<file path="src/rtl/issue_scoreboard.sv">
// Dual-issue RAW/WAW hazard scoreboard between decode and regfile stage.
// Optional perf counters under `ISSUE_SB_PERF_EN.
module issue_scoreboard #(
  parameter int unsigned LAT_ALU = 3,
  parameter int unsigned LAT_MEM = 3
) (
  input  logic        clk,
  input  logic        rstn,
  input  logic        flush,
  input  logic        stall_in,
  input  logic        inst0_valid,
  input  logic [4:0]  inst0_rd,
  input  logic [4:0]  inst0_rj,
  input  logic [4:0]  inst0_rk,
  input  logic        inst0_rj_use,
  input  logic        inst0_rk_use,
  input  logic        inst0_rd_we,
  input  logic [2:0]  inst0_type,
  input  logic        inst1_valid,
  input  logic [4:0]  inst1_rd,
  input  logic [4:0]  inst1_rj,
  input  logic [4:0]  inst1_rk,
  input  logic        inst1_rj_use,
  input  logic        inst1_rk_use,
  input  logic        inst1_rd_we,
  input  logic [2:0]  inst1_type,
  input  logic        muldiv_done,
  input  logic [4:0]  muldiv_rd,
  output logic        issue0,
  output logic        issue1,
  output logic        raw_stall,
  output logic [31:0] busy_mask,
  output logic        md_pending
`ifdef ISSUE_SB_PERF_EN
  ,
  output logic [31:0] perf_stall_cnt,
  output logic [31:0] perf_dual_cnt
`endif
);

  localparam logic [1:0] LA = 2'(LAT_ALU);
  localparam logic [1:0] LM = 2'(LAT_MEM);

  logic [31:0][1:0] cnt_q, cnt_d;
  logic [31:0]      div_q, div_d;
  logic [31:0]      pend, busy_q, busy_d;
  logic             md_q, md_d, raw_q, raw_d;
  logic             md0, priv0, mem0, alu1;
  logic             wr0, wr1, ok0, ok1, dep1;
  logic [1:0]       lat0;

  assign md0   = (inst0_type == 3'd3);
  assign priv0 = (inst0_type >= 3'd4);
  assign mem0  = (inst0_type == 3'd2);
  assign alu1  = (inst1_type == 3'd0);
  assign wr0   = inst0_rd_we & (inst0_rd != 5'd0);
  assign wr1   = inst1_rd_we & (inst1_rd != 5'd0);
  assign lat0  = mem0 ? LM : LA;

  // pending view of the current state; r0 is never tracked
  always_comb begin
    pend = '0;
    for (int r = 1; r < 32; r++)
      pend[r] = (cnt_q[r] != 2'd0) | div_q[r];
  end

  // issue decision for both slots
  always_comb begin
    ok0 = ~(inst0_rj_use & pend[inst0_rj])
        & ~(inst0_rk_use & pend[inst0_rk])
        & ~(wr0 & div_q[inst0_rd])
        & ~(md0 & md_q);
    dep1 = wr0 & ((inst1_rj_use & (inst1_rj == inst0_rd))
                | (inst1_rk_use & (inst1_rk == inst0_rd)));
    ok1 = ~(inst1_rj_use & pend[inst1_rj])
        & ~(inst1_rk_use & pend[inst1_rk])
        & ~(wr1 & div_q[inst1_rd])
        & ~dep1;
    issue0 = rstn & inst0_valid & ~stall_in & ~flush & ok0;
    issue1 = issue0 & inst1_valid & alu1
           & ~priv0 & ~md0 & ok1;
    raw_d  = inst0_valid & ~issue0 & ~stall_in & ~flush;
  end

  // next-state for counters, div_busy and md_pending
  always_comb begin
    cnt_d = cnt_q;
    div_d = div_q;
    md_d  = md_q;
    if (flush) begin
      cnt_d = '0;
      div_d = '0;
      md_d  = 1'b0;
    end else begin
      if (muldiv_done) begin
        div_d[muldiv_rd] = 1'b0;
        md_d = 1'b0;
      end
      if (!stall_in) begin
        for (int r = 1; r < 32; r++)
          if (cnt_q[r] != 2'd0)
            cnt_d[r] = cnt_q[r] - 2'd1;
        if (issue0 && md0) begin
          md_d = 1'b1;
          if (wr0) div_d[inst0_rd] = 1'b1;
        end else if (issue0 && wr0) begin
          cnt_d[inst0_rd] = lat0;
        end
        if (issue1 && wr1) begin
          if (!(wr0 && inst0_rd == inst1_rd
                && lat0 > LA))
            cnt_d[inst1_rd] = LA;
        end
      end
    end
    cnt_d[0] = 2'd0;
    div_d[0] = 1'b0;
    busy_d = '0;
    for (int r = 1; r < 32; r++)
      busy_d[r] = (cnt_d[r] != 2'd0) | div_d[r];
  end

  // state registers, synchronous active-low reset
  always_ff @(posedge clk) begin
    if (!rstn) begin
      cnt_q  <= '0;
      div_q  <= '0;
      md_q   <= 1'b0;
      busy_q <= '0;
      raw_q  <= 1'b0;
    end else begin
      cnt_q  <= cnt_d;
      div_q  <= div_d;
      md_q   <= md_d;
      busy_q <= busy_d;
      raw_q  <= raw_d;
    end
  end

  assign raw_stall  = raw_q;
  assign busy_mask  = busy_q;
  assign md_pending = md_q;

`ifdef ISSUE_SB_PERF_EN
  logic [31:0] pstall_q, pdual_q;

  // stall and dual-issue event counters; survive flush
  always_ff @(posedge clk) begin
    if (!rstn) begin
      pstall_q <= '0;
      pdual_q  <= '0;
    end else begin
      if (raw_q)  pstall_q <= pstall_q + 32'd1;
      if (issue1) pdual_q  <= pdual_q + 32'd1;
    end
  end

  assign perf_stall_cnt = pstall_q;
  assign perf_dual_cnt  = pdual_q;
`endif

endmodule

</file>
<file path="config.mk">
export PLATFORM = sky130hd
export DESIGN_NAME = issue_scoreboard
export DESIGN_NICKNAME = d
export VERILOG_FILES = /design/src/rtl/issue_scoreboard.sv
export SDC_FILE = /design/constraint.sdc
export NUM_CORES = 1
export LEC_CHECK = 0
export BUFFER_PORTS_ARGS = -buffer_cell sky130_fd_sc_hd__buf_2
export CORE_ASPECT_RATIO = 0.8
export CORE_MARGIN = 3
export CORE_UTILIZATION = 45
export CTS_CLUSTER_SIZE = 10
export DETAILED_ROUTE_END_ITERATION = 8
export SLEW_MARGIN = 25
export SYNTH_ARGS = -nofsm -noshare
export SYNTH_HDL_FRONTEND = slang
export SYNTH_SLANG_ARGS = --single-unit
</file>
<file path="constraint.sdc">
create_clock -name clk -period 10.5 [get_ports clk]
set_input_delay 3.15 -clock clk [delete_from_list [all_inputs] [get_ports clk]]
set_output_delay 3.15 -clock clk [all_outputs]
set_load 0.02 [all_outputs]
</file>
==> out/metrics.cfg, run 1 <==
[cts]
post_cts_buffers = 0
clock_latency_ps = 440
numCtsBuffers = 17
htreeDepth = 4
cts_tree = yes
cts-root-buf = clkbuf_16
path_clk_slew_ps = 60
cts_resized = 0
cts.hold.buffers_added = 0
clock-sinks = 126
cts_buffer_depth = 2

[worst_setup_path]
cpMaxStageDelayCell = a211oi_1
startpoint_type = primary input
crit_start = inst0_rd[0]
crit_arrival_ps = 5890
slowest_delay_ps = 640
worst-setup-path-type = in -> out
worst_path_most_repeated_cell = buf_2
crit_path_max_fanout = 20
required_ps = 7350
crit_chain = buf_2, mux4_2, a32oi_1, o211ai_1, a211oi_1, nand3_1, nor2_4, buf_2
end_kind = output port
rr_startpoint = div_q[8]

[synthesis]
ys_seq_elements = 126
avgSynthCellArea_um2 = 7.70
async_reset_ff_share_pct = 0
synth_area_um2 = 8470
ys_seq_area_share_pct = 29.8
netlist_top_cells_area = dfxtp_1 30%, a21oi_1 5.1%, a31oi_1 4.3%, nor3_1 4.1%, o21ai_0 4.1%
synth_cells = 1100
yosysTopAreaCell = dfxtp_1
synth_edf_count = 0
synth.distinct_cells = 78
synthFlopType = dfxtp_1
synth-warning-count = 0
synth_top_area_share_pct = 29.8
synth_nets = 1154

[die]
die_w_um = 159
num_rows = 44
ioPinCount = 90
dieArea_um2 = 20500
core_um2 = 18300
start_util_pct = 46.3
die_h_um = 129

[timing]
maxSlewHeadroom_pct = 24.8
slew_viol_final = 0
rsz0062_at_grt = false
worst_pin_slew_ps = 1120
finClkSkew_ps = 12.4
timing.final.crit_share_pct = 86.1
setup_slack_ps = 1460
setup-tns-final_ps = 0
period_minus_slack_ps = 9040
finalSetupViolCount = 0
hold_viol = 0
fmax_mhz = 111

[power]
ir_drop_mv = 0.0878
power.density_nw_per_um2 = 135
leakage_uw = 0.00334
pwr-share-clk_pct = 49.2
seqPwrFrac_pct = 37.5
intPower_uw = 916
combPwrFrac_pct = 13.3
switching_share_pct = 29.7
switchingPower_uw = 387

[drt]
dr.pass1.iters = 6
avgViaCountPerCell = 6.72
vias = 9441
ant_nets = 0
totalWireLength_um = 36600
drc = 0
first_iter_violations = 1536
routedWlPerCell_um = 26.1

[min_path]
hold_start = cnt_q[9]
hp-class = reg -> reg

[flow_run]
maxCapViolCount = 0

[placed_design]
portBuffers = 88
pre_cts_ws_ps = 1480
place_congestion = 1.05
hpwlAfterDp_um = 26200

[cells_and_area]
nNetsFinal = 1191
final_common_cell = dfxtp_1
syn2layout_area_growth_pct = 14.3
utilization_pct = 53.0
final_cell_mix = 126 x dfxtp_1, 88 x buf_2, 86 x a21oi_1
drive_gt1_share_pct = 16.0

[global_routing]
grt_pass1_vias = 8458
grt_overflow = 0
globalRouteTotalUtil_pct = 35.4
grt_max_degree = 85
grt_pass1_wl_um = 54900
antenna_found_initial = 0

[outcome]
outcome = finished, final reports clean

sequential cells by signal, indices dropped and copies added, names as in the netlist:
register,cells
div_q,31
raw_stall,1
busy_mask,31
md_pending,1
cnt_q,62
kinds of logic after synthesis:
group                     count (synthesis)  share of synthesized area (%)
buffers and inverters                   126                           5.82
DFF                                     126                           29.8
xor gates and xnor gates                 10                           1.03
AOI/OAI and AO/OA                       394                           30.4
muxes                                    46                           7.40
other                                     1                         0.0443
and+or+nand+nor                         397                           25.5
through the flow:
stage | cell area, µm² | hold WS, ps | instances | power, µW
finish | 9680 | 500 | 1404 | 1300
detailed placement | 9040 | 486 | 1371 | 664
floorplan | 8470 | 458 | 1100 | 607
global route | 9680 | 525 | 1403 | 1340
global placement | 9040 | 483 | 1371 | 665
CTS | 9670 | 502 | 1403 | 1300
power groups by stage:
stage / sequential, µW / combinational (µW) / clock (µW)
after floorplan: 501 / 105 / 0
after global placement: 499 / 166 / 0
after detailed placement: 499 / 166 / 0
after CTS: 488 / 166 / 647
after global routing: 489 / 183 / 666
final: 488 / 173 / 642
per-layer routing:
layer	GRT usage (%)	routed length, µm
met5	0	0
met4	14.0	1370
met1	50.4	15800
met3	10.2	4610
met2	50.3	14900
cell usage after synthesis, drive strengths merged, types with 6 or more instances:
| master | number |
|---|---|
| nand2b | 22 |
| a31oi | 58 |
| nor3 | 73 |
| xor2 | 8 |
| o21ai | 72 |
| nor2b | 21 |
| nand4 | 10 |
| nand2 | 68 |
| mux2i | 30 |
| mux4 | 13 |
| nor2 | 62 |
| or3 | 16 |
| and3 | 10 |
| o21a | 31 |
| and2 | 9 |
| o31ai | 7 |
| nor4 | 30 |
| o2bb2ai | 9 |
| inv | 36 |
| clkbuf | 77 |
| nand3b | 7 |
| a21oi | 86 |
| nand3 | 44 |
| a211oi | 38 |
| nor3b | 6 |
| o211ai | 9 |
| dfxtp | 126 |
| buf | 13 |
| a211o | 11 |
| o22ai | 16 |
path summary, 6_finish.rpt:
check,to,slack [ps],depth (start not counted)
setup / recovery,issue1,1460,8
hold / removal,cnt_q[9],500,2
setup reg to reg,cnt_q[32],6020,10
hold reg to reg,cnt_q[9],500,2
critical path: cells and delay by family:
| family | cells | cell delay [ps] |
|---|---|---|
| buf+inv | 2 | 560 |
| mux | 1 | 570 |
| compound gates | 3 | 1020 |
| simple gates | 2 | 580 |
final cells by class:
class | count | area, µm²
Timing Repair Buffer | 108 | 591
Clock buffer | 17 | 425
Tap cell | 253 | 317
Antenna cell | 1 | 2.50
Multi-Input combinational cell | 848 | 5490
Sequential cell | 126 | 2520
Inverter | 36 | 135
Clock inverter | 15 | 201
Fill cell | 1784 | 8600
(Power assumes the default switching activity.)
==> inputs of run 2 (changes only) <==
--- a/config.mk
+++ b/config.mk
@@ -11,6 +11,7 @@
 export CORE_UTILIZATION = 45
 export CTS_CLUSTER_SIZE = 10
 export DETAILED_ROUTE_END_ITERATION = 8
+export PLACE_DENSITY = 0.66
 export SLEW_MARGIN = 25
 export SYNTH_ARGS = -nofsm -noshare
 export SYNTH_HDL_FRONTEND = slang
==> constraint.sdc (replaced) <==
create_clock -name clk -period 8.12 [get_ports clk]
set_input_delay 2.436 -clock clk [delete_from_list [all_inputs] [get_ports clk]]
set_output_delay 2.436 -clock clk [all_outputs]
set_load 0.02 [all_outputs]
==> run 2 against run 1 <==
Against the previous run:
- total power is 22% higher
- sequential share of layout area grew 0.23 points
- cell count down 0.28%
- clock power is 15% higher
- register-to-register slack worse by 2300 ps
- largest cell class unchanged
- largest power group unchanged
==> out/metrics.cfg, run 2 (same netlist as run 1, synthesis figures left out) <==
[outcome]
outcome = finished, final reports clean

[flow_run]
maxCapViolCount = 0

[timing]
timing.hold.ws_ps = 502
finalSetupViolCount = 0
worst_pin_slew_ps = 1090
hold_viol = 0
slew_viol_final = 0
rsz0062_at_grt = false
maxSlewHeadroom_pct = 26.5
setup_slack_ps = 565
setup-tns-final_ps = 0
fmax_mhz = 132
timing.final.crit_share_pct = 93.0
finClkSkew_ps = 10.4
period_minus_slack_ps = 7550

[worst_setup_path]
crit_path_max_fanout = 20
reg2regPathDepth = 10
startpoint_type = primary input
required_ps = 5680
rr_startpoint = div_q[8]
worst-setup-path-type = in -> out
crit_arrival_ps = 5120
end_kind = output port
reg2reg_slack_ps = 3670
r2r-end = cnt_q[32]

[cells_and_area]
nNetsFinal = 1188
drive_gt1_share_pct = 16.0
antenna_cells = 0
final_common_cell = dfxtp_1
largest_reg_flops = 62
final_cell_mix = 126 x dfxtp_1, 88 x buf_2, 86 x a21oi_1
syn2layout_area_growth_pct = 13.3
multiInputGateArea_um2 = 5490
utilization_pct = 52.5
nFillCells = 1799
largest_register = cnt_q
final_area_um2 = 9600
regArea_um2 = 2520

[power]
power.density_nw_per_um2 = 166
leakage_uw = 0.00329
ir_drop_mv = 0.118

[global_routing]
grt_overflow = 0
globalRouteTotalUtil_pct = 34.0
grt_pass1_vias = 8473
antenna_found_initial = 1
grt_pass1_wl_um = 53200
grt_max_degree = 96

[min_path]
hold_start = cnt_q[9]
min_to = cnt_q[9]
whs_path_depth = 2
hp-class = reg -> reg

[die]
num_rows = 44
core_um2 = 18300
start_util_pct = 46.3
die_h_um = 129
ioPinCount = 90
die_w_um = 159
dieArea_um2 = 20500

[placed_design]
placed_area_um2 = 9010
hpwlAfterDp_um = 25500
place_congestion = 1.05
pre_cts_ws_ps = 644
portBuffers = 88

[drt]
ant_nets = 0
first_iter_violations = 1519
avgViaCountPerCell = 6.91
routedWlPerCell_um = 25.5
dr.pass1.iters = 6
totalWireLength_um = 35800
drc = 0
vias = 9667

[cts]
cts-root-buf = clkbuf_16
clock-sinks = 126
path_clk_slew_ps = 60
cts.hold.buffers_added = 0
cts_buffer_depth = 2
numCtsBuffers = 17
cts_tree = yes
cts_resized = 0
htreeDepth = 4
clock_latency_ps = 430
post_cts_buffers = 0

==> run 2: where the power goes <==
group          switching (µW)  leakage, µW  internal [µW]
Combinational             157      0.00200           64.8
Clock                     315     0.000275            424
Sequential               5.92      0.00102            626
Total                     479      0.00329           1120
==> run 2: area by class of cell <==
cell class | instances | area share, %
Clock inverter | 15 | 1.41
Clock buffer | 17 | 4.43
Timing Repair Buffer | 105 | 5.92
Inverter | 36 | 1.41
Sequential cell | 126 | 26.3
Multi-Input combinational cell | 848 | 57.2
Tap cell | 253 | 3.30
==> run 2: how the worst max path moves through the flow <==
stage	from	endpoint	slack, ps	cells after the start
floorplan	inst0_rd[1]	issue0	610	10
global placement	inst1_rk[0]	issue1	790	8
detailed placement	inst0_rd[0]	issue1	640	8
CTS	inst0_rd[0]	issue1	620	8
global route	inst0_rd[0]	issue1	400	8
finish	inst0_rd[0]	issue1	570	8
==> run 2: stage by stage <==
stage          cells  power (µW)
3_5_place_dp    1368         857
3_3_place_gp    1368         857
5_1_grt         1400        1630
2_1_floorplan   1100         785
4_1_cts         1400        1590
6_report        1400        1590
==> run 2: metal layers <==
metal  track usage [%]  vias up  wire length (µm)
met4              16.0        2              1700
met5                 0        -                13
met2              47.6      736             14400
li1                  -     4277                 -
met1              48.1     4518             14800
met3              10.0      134              4880
==> run 2: critical path, cell delays in order <==
cell,delay (ps)
buf_2,400
mux4_2,570
a32oi_1,250
o211ai_1,120
a211oi_1,620
nand3_1,270
nor2_4,230
buf_2,200
